### config.mk
export PLATFORM = sky130hd
export DESIGN_NAME = fft_stage_sequencer
export DESIGN_NICKNAME = d
export VERILOG_FILES = /design/src/rtl/fft_pkg.sv /design/src/rtl/fft_delay_line.sv /design/src/rtl/fft_stage_sequencer.sv
export SDC_FILE = /design/constraint.sdc
export NUM_CORES = 1
export LEC_CHECK = 0
export CAP_MARGIN = 30
export CORE_MARGIN = 2
export CORE_UTILIZATION = 40
export DETAILED_ROUTE_END_ITERATION = 8
export MAX_ROUTING_LAYER = met4
export PLACE_DENSITY = 0.68
export SLEW_MARGIN = 15
export SYNTH_ARGS = -nofsm -noshare
export SYNTH_HDL_FRONTEND = slang
export SYNTH_SLANG_ARGS = --single-unit
### constraint.sdc
create_clock -name clk -period 3.5 [get_ports clk]
set_input_delay 0.525 -clock clk [delete_from_list [all_inputs] [get_ports clk]]
set_output_delay 0.525 -clock clk [all_outputs]
set_load 0.02 [all_outputs]
### src/rtl/fft_pkg.sv
// -----------------------------------------------------------------------------
// fft_pkg
// Shared definitions for the in-place radix-2 DIT FFT engine: sequencer FSM
// encoding and the default transform size / pipeline latency that the
// sequencer, butterfly and memory wrappers all agree on.
// -----------------------------------------------------------------------------
package fft_pkg;

    typedef enum logic [1:0] {
        IDLE  = 2'd0,
        ISSUE = 2'd1,
        DRAIN = 2'd2,
        DONE  = 2'd3
    } fft_state_t;

    // log2 of the transform length (N = 32)
    localparam int FFT_LOG2N    = 5;
    // read-enable to write-enable latency: 1 RAM read cycle + 3 butterfly stages
    localparam int FFT_PIPE_LAT = 4;

    // Bits needed to hold the values 0..max_val (at least one bit).
    function automatic int cnt_width(input int max_val);
        return (max_val < 2) ? 1 : $clog2(max_val + 1);
    endfunction

endpackage : fft_pkg

### src/rtl/fft_delay_line.sv
// -----------------------------------------------------------------------------
// fft_delay_line
// Plain register chain, W bits wide and D registers deep, with an
// asynchronous active-low clear. Used to carry {valid, addr_a, addr_b} from
// the read side of the butterfly to its write-back side.
//
// Ports:
//   clk    in  1   rising-edge clock
//   rst_n  in  1   asynchronous active-low clear of every tap
//   d      in  W   word entering the chain
//   q      out W   d delayed by exactly D clock cycles
// -----------------------------------------------------------------------------
module fft_delay_line #(
    parameter int W = 1,
    parameter int D = 1
) (
    input  logic         clk,
    input  logic         rst_n,
    input  logic [W-1:0] d,
    output logic [W-1:0] q
);

    genvar gi;
    generate
        for (gi = 0; gi < D; gi++) begin : g_tap
            logic [W-1:0] tap_reg;
            if (gi == 0) begin : g_head
                always_ff @(posedge clk or negedge rst_n) begin
                    if (!rst_n) begin
                        tap_reg <= '0;
                    end else begin
                        tap_reg <= d;
                    end
                end
            end else begin : g_body
                always_ff @(posedge clk or negedge rst_n) begin
                    if (!rst_n) begin
                        tap_reg <= '0;
                    end else begin
                        tap_reg <= g_tap[gi-1].tap_reg;
                    end
                end
            end
        end
    endgenerate

    assign q = g_tap[D-1].tap_reg;

endmodule : fft_delay_line

### src/rtl/fft_stage_sequencer.sv
// -----------------------------------------------------------------------------
// fft_stage_sequencer
// Control and address generator for the in-place radix-2 DIT FFT. Each ISSUE
// cycle it presents one butterfly's read addresses and twiddle index; the same
// addresses re-emerge PIPE_LAT cycles later as write-back addresses. Between
// stages the pipeline is drained so the next stage never reads a location
// whose write is still in flight.
//
// Ports:
//   clk          in  1        rising-edge clock
//   rst_n        in  1        asynchronous active-low reset
//   i_start      in  1        start request (taken in IDLE, or held through DONE)
//   o_busy       out 1        high from first ISSUE cycle through DONE
//   o_done       out 1        one-cycle pulse after the last write-back issued
//   o_stage      out LOG2N    current stage index
//   o_rd_en      out 1        data-memory read strobe
//   o_rd_addr_a  out LOG2N    butterfly upper input address
//   o_rd_addr_b  out LOG2N    butterfly lower input address
//   o_tw_addr    out LOG2N-1  twiddle ROM index, aligned with o_rd_en
//   o_wr_en      out 1        o_rd_en delayed by PIPE_LAT
//   o_wr_addr_a  out LOG2N    o_rd_addr_a delayed by PIPE_LAT
//   o_wr_addr_b  out LOG2N    o_rd_addr_b delayed by PIPE_LAT
// -----------------------------------------------------------------------------
module fft_stage_sequencer
    import fft_pkg::*;
#(
    parameter int LOG2N    = FFT_LOG2N,
    parameter int PIPE_LAT = FFT_PIPE_LAT
) (
    input  logic             clk,
    input  logic             rst_n,
    input  logic             i_start,
    output logic             o_busy,
    output logic             o_done,
    output logic [LOG2N-1:0] o_stage,
    output logic             o_rd_en,
    output logic [LOG2N-1:0] o_rd_addr_a,
    output logic [LOG2N-1:0] o_rd_addr_b,
    output logic [LOG2N-2:0] o_tw_addr,
    output logic             o_wr_en,
    output logic [LOG2N-1:0] o_wr_addr_a,
    output logic [LOG2N-1:0] o_wr_addr_b
);

    localparam int HALF_N = 1 << (LOG2N - 1);
    localparam int DW     = cnt_width(PIPE_LAT);
    localparam int WB_W   = 1 + 2 * LOG2N;

    localparam logic [LOG2N-2:0] LAST_BFLY  = (LOG2N-1)'(HALF_N - 1);
    localparam logic [LOG2N-1:0] LAST_STAGE = LOG2N'(LOG2N - 1);
    localparam logic [LOG2N-1:0] ONE_N      = LOG2N'(1);
    localparam logic [DW-1:0]    DRAIN_LOAD = DW'(PIPE_LAT);
    localparam logic [DW-1:0]    DRAIN_LAST = DW'(1);

    fft_state_t       state_reg, state_next;
    logic [LOG2N-1:0] stage_reg, stage_next;
    logic [LOG2N-2:0] bfly_reg,  bfly_next;
    logic [DW-1:0]    drain_reg, drain_next;

    // Output registers are loaded from the next-state values so that every
    // output is a flop yet lines up with the state it describes.
    logic             rd_en_reg;
    logic [LOG2N-1:0] rd_addr_a_reg, rd_addr_b_reg;
    logic [LOG2N-2:0] tw_addr_reg;
    logic             busy_reg, done_reg;

    // Address math for (stage_next, bfly_next)
    logic [LOG2N-2:0] pos_mask, pos_next, grp_next, tw_next;
    logic [LOG2N-1:0] span_next, addr_a_next, addr_b_next, tw_shamt;

    logic [WB_W-1:0]  wb_q;

    // -------------------------------------------------------------------------
    // Next-state / counter logic
    // -------------------------------------------------------------------------
    always_comb begin
        state_next = state_reg;
        stage_next = stage_reg;
        bfly_next  = bfly_reg;
        drain_next = drain_reg;
        case (state_reg)
            IDLE: begin
                if (i_start) begin
                    state_next = ISSUE;
                    stage_next = '0;
                    bfly_next  = '0;
                end
            end
            ISSUE: begin
                if (bfly_reg == LAST_BFLY) begin
                    state_next = DRAIN;
                    bfly_next  = '0;
                    drain_next = DRAIN_LOAD;
                end else begin
                    bfly_next = bfly_reg + 1'b1;
                end
            end
            DRAIN: begin
                // Counter runs PIPE_LAT..1, so DRAIN spans exactly PIPE_LAT cycles
                // and the next read lands one cycle after the last write-back.
                if (drain_reg == DRAIN_LAST) begin
                    drain_next = '0;
                    if (stage_reg == LAST_STAGE) begin
                        state_next = DONE;
                    end else begin
                        state_next = ISSUE;
                        stage_next = stage_reg + 1'b1;
                        bfly_next  = '0;
                    end
                end else begin
                    drain_next = drain_reg - 1'b1;
                end
            end
            DONE: begin
                // A start still asserted here chains straight into the next
                // transform, keeping back-to-back runs gap-free.
                if (i_start) begin
                    state_next = ISSUE;
                    stage_next = '0;
                    bfly_next  = '0;
                end else begin
                    state_next = IDLE;
                end
            end
            default: begin
                state_next = IDLE;
            end
        endcase
    end

    // -------------------------------------------------------------------------
    // Butterfly addressing: span = 1<<s, pos = j mod span, grp = j / span,
    // a = grp*2*span + pos, b = a + span, tw = pos << (LOG2N-1-s).
    // pos < span and a has a zero at bit s, so OR replaces the additions.
    // -------------------------------------------------------------------------
    always_comb begin
        pos_mask    = ~({(LOG2N-1){1'b1}} << stage_next);
        pos_next    = bfly_next & pos_mask;
        grp_next    = bfly_next >> stage_next;
        span_next   = ONE_N << stage_next;
        addr_a_next = ({1'b0, grp_next} << (stage_next + 1'b1)) | {1'b0, pos_next};
        addr_b_next = addr_a_next | span_next;
        tw_shamt    = LAST_STAGE - stage_next;
        tw_next     = pos_next << tw_shamt;
    end

    // -------------------------------------------------------------------------
    // State and output registers
    // -------------------------------------------------------------------------
    always_ff @(posedge clk or negedge rst_n) begin
        if (!rst_n) begin
            state_reg     <= IDLE;
            stage_reg     <= '0;
            bfly_reg      <= '0;
            drain_reg     <= '0;
            rd_en_reg     <= 1'b0;
            rd_addr_a_reg <= '0;
            rd_addr_b_reg <= '0;
            tw_addr_reg   <= '0;
            busy_reg      <= 1'b0;
            done_reg      <= 1'b0;
        end else begin
            state_reg <= state_next;
            stage_reg <= stage_next;
            bfly_reg  <= bfly_next;
            drain_reg <= drain_next;
            rd_en_reg <= (state_next == ISSUE);
            busy_reg  <= (state_next != IDLE);
            done_reg  <= (state_next == DONE);
            if (state_next == ISSUE) begin
                rd_addr_a_reg <= addr_a_next;
                rd_addr_b_reg <= addr_b_next;
                tw_addr_reg   <= tw_next;
            end else begin
                rd_addr_a_reg <= '0;
                rd_addr_b_reg <= '0;
                tw_addr_reg   <= '0;
            end
        end
    end

    // Write-back side: the read strobe and addresses shifted PIPE_LAT deep,
    // free-running so the last stage's writes finish while in DRAIN. Reset
    // clears the chain, so no partial writes leak out after an abort.
    fft_delay_line #(
        .W (WB_W),
        .D (PIPE_LAT)
    ) u_wb_delay (
        .clk   (clk),
        .rst_n (rst_n),
        .d     ({rd_en_reg, rd_addr_a_reg, rd_addr_b_reg}),
        .q     (wb_q)
    );

    assign o_busy      = busy_reg;
    assign o_done      = done_reg;
    assign o_stage     = stage_reg;
    assign o_rd_en     = rd_en_reg;
    assign o_rd_addr_a = rd_addr_a_reg;
    assign o_rd_addr_b = rd_addr_b_reg;
    assign o_tw_addr   = tw_addr_reg;
    assign {o_wr_en, o_wr_addr_a, o_wr_addr_b} = wb_q;

endmodule : fft_stage_sequencer

==> impl_metrics.toml <==
[drt]
wl_um = 5640
drtIter0Drc = 119
routed-via-count = 2057
drc = 0
viasPerCell = 5.16
drtPass1Iterations = 5
detail_route.wl_per_cell_um = 14.1
ant_nets = 0

[place]
dp_hpwl_um = 3810
gp_congestion = 0.836
post-place-ws_ns = 0.348
placed_cell_area_um2 = 3520
io_buffers = 35

[worst_setup_path]
r2r_cells = 10
crit_path_start = "state_reg[1]$_DFF_PN0_"
cp_data_arrival_time_ns = 3.40
crit_type = "reg -> reg"
path_cells = "inv_1 -> ha_1 -> o21bai_1 -> a21o_1 -> a22oi_2 -> inv_2 -> or4_1 -> a21oi_1 -> o21ai_2 -> a211oi_1"
slowest_delay_ns = 0.54
crit_family = "compound AO/OA/AOI/OAI gates"
end_kind = "register"
critPathSlowestCell = "or4_1"
critical_path_buf_inv_count = 2
crit_required_ns = 3.75
r2r_slack_ns = 0.35
startpoint_type = "register"
reg2reg_to = "o_tw_addr[3]$_DFF_PN0_"
path_depth = 10
critPathCapture = "o_tw_addr[3]$_DFF_PN0_"
worst_r2r_startpoint = "state_reg[1]$_DFF_PN0_"
crit_path_max_fanout = 13

[cts]
clkSinkCount = 75
cts_tree = "yes"
ctsResizeCount = 0
post_cts_buffers = 0
postCtsHoldBufs = 0
cts_made_buffers = 9
clkTransAtPathRegs_ns = 0.08
cts_buffer_depth = 2
ctsRootBufferMaster = "clkbuf_8"
worstSkewPairLatency_ns = 0.34
htreeDepth = 3

[global_routing]
grt_max_degree = 76
grt-ovfl-total = 0
grt_pass1_vias = 1974
globalRouteTotalUtil = 0.150
grt_pass1_wl_um = 9440
antenna_found_initial = 0

[pwr]
power.density_nw_per_um2 = 638
p_leak_uw = 0.00166
irDropWorstVdd_mv = 0.244

[sta]
setup_ws_ns = 0.347
setup_violations = 0
final.period_utilization = 0.901
drv_slew = 0
tightest_slew_ns = 0.592
fmax_mhz = 317
hold_viol_final = 0
post-route-min-period_ns = 3.15
setup_tns_ns = 0
rsz0062_at_grt = "no"
max-slew-margin-rel = 0.602
skew_ns = 0.00918

[worst_hold_path]
hold_path_class = "reg -> reg"

[job]
cap_viol_max_count = 0

[logic_synthesis]
yosysSeqAreaShare = 0.613
avgSynthCellArea_um2 = 12.1
syn-instance-count = 252
syn-num-nets = 266
synth_warnings = 0
synth-edff-count = 0
synthFlopType = "dfrtp_1"
synth_seq_cells = 75
synthArstFlopShare = 1.00
synth_area_um2 = 3060
synth_cell_type_count = 58
netlist.top_cell.by_area = "dfrtp_1"
yosysTopAreaCellShare = 0.613
ys_top_cells_by_area = "dfrtp_1, ha_1, nand2_1, a21oi_1, nor2_1"

[cells_and_area]
antenna_cells = 0
largest_reg_flops = 33
drive_above_1_share = 0.133
layout_common_cells = "dfrtp_1, clkdlybuf4s50_1, nand2_1"
area_delta_synth_final_pct = 22.2
final_common_cell = "dfrtp_1"
fillCellCount = 629
fin_nets = 309
fin_area_um2 = 3740

[floorplanning]
fp.coreArea_um2 = 7330
start_util = 0.417
die_area_um2 = 8360
die_y_um = 91.5
rows = 31
die-width_um = 91.5
io_pins = 36

[status]
run_status = "completed"
-- synth_stat cells, types with 3 or more instances --
cell	n
o31ai_1	5
o21ai_0	8
inv_1	13
buf_2	4
dfrtp_1	75
nand2_1	18
a211oi_1	5
nand3_1	10
clkbuf_1	4
nor2_1	14
nor3_1	6
o211ai_1	5
a21oi_1	12
ha_1	11
nand2b_1	7
or3_1	3
-- metrics by stage --
| stage | std cells | util | hold slack [ns] | power (µW) |
|---|---|---|---|---|
| 2_1_floorplan | 252 | - | 0.229 | 1540 |
| 4_1_cts | 397 | 0.505 | 0.332 | 2410 |
| 3_5_place_dp | 381 | 0.480 | 0.335 | 1790 |
| 3_3_place_gp | 381 | 0.480 | 0.332 | 1770 |
| 5_1_grt | 399 | 0.510 | 0.357 | 2530 |
| 6_report | 399 | 0.510 | 0.350 | 2390 |
-- report_power, final --
group          internal, µW  switching, µW
Clock                   268            341
Sequential             1050           77.6
Combinational           271            378
Total                  1590            797
-- how the worst min path moves through the flow --
| stage | startpoint | end | slack (ns) | depth (start not counted) |
|---|---|---|---|---|
| 2_1_floorplan | rst_n | bfly_reg[0]$_DFF_PN0_ | 0.23 | 0 |
| 3_3_place_gp | u_wb_delay.g_tap[1].tap_reg[5]$_DFF_PN0_ | u_wb_delay.g_tap[2].tap_reg[5]$_DFF_PN0_ | 0.33 | 0 |
| 3_5_place_dp | u_wb_delay.g_tap[0].tap_reg[8]$_DFF_PN0_ | u_wb_delay.g_tap[1].tap_reg[8]$_DFF_PN0_ | 0.33 | 0 |
| 4_1_cts | rst_n | drain_reg[2]$_DFFE_PN0P_ | 0.33 | 1 |
| 5_1_grt | u_wb_delay.g_tap[1].tap_reg[10]$_DFF_PN0_ | u_wb_delay.g_tap[2].tap_reg[10]$_DFF_PN0_ | 0.36 | 0 |
| 6_report | u_wb_delay.g_tap[2].tap_reg[5]$_DFF_PN0_ | u_wb_delay.q[5]$_DFF_PN0_ | 0.35 | 0 |
-- routing by layer --
metal | global-route usage | wire length, µm
met1 | 0.198 | 2710
met2 | 0.216 | 2630
met3 | 0.0465 | 252
met4 | 0.0606 | 40
met5 | - | 0
-- final cells by class --
| class | instances | area (µm²) | share of cell area |
|---|---|---|---|
| clock buffers | 9 | 124 | 0.0331 |
| multi-input cells | 153 | 1080 | 0.290 |
| flip-flops and latches | 75 | 1880 | 0.502 |
| inverters | 15 | 56.3 | 0.0151 |
| clock inverters | 7 | 57.6 | 0.0154 |
| repair buffers | 41 | 415 | 0.111 |
| well taps | 99 | 124 | 0.0331 |
-- cells by family (layout without fill, tap and decap cells) --
kind of cell / after synthesis / count (layout) / synth area share
fa+ha+maj: 11 / 11 / 0.0450
buf+inv: 24 / 72 / 0.0323
flops: 75 / 75 / 0.613
mux: 3 / 3 / 0.0115
simple gates: 74 / 74 / 0.139
xor+xnor: 1 / 1 / 0.00286
compound gates: 64 / 64 / 0.156
Note: power is estimated with default switching activity, not from simulation.
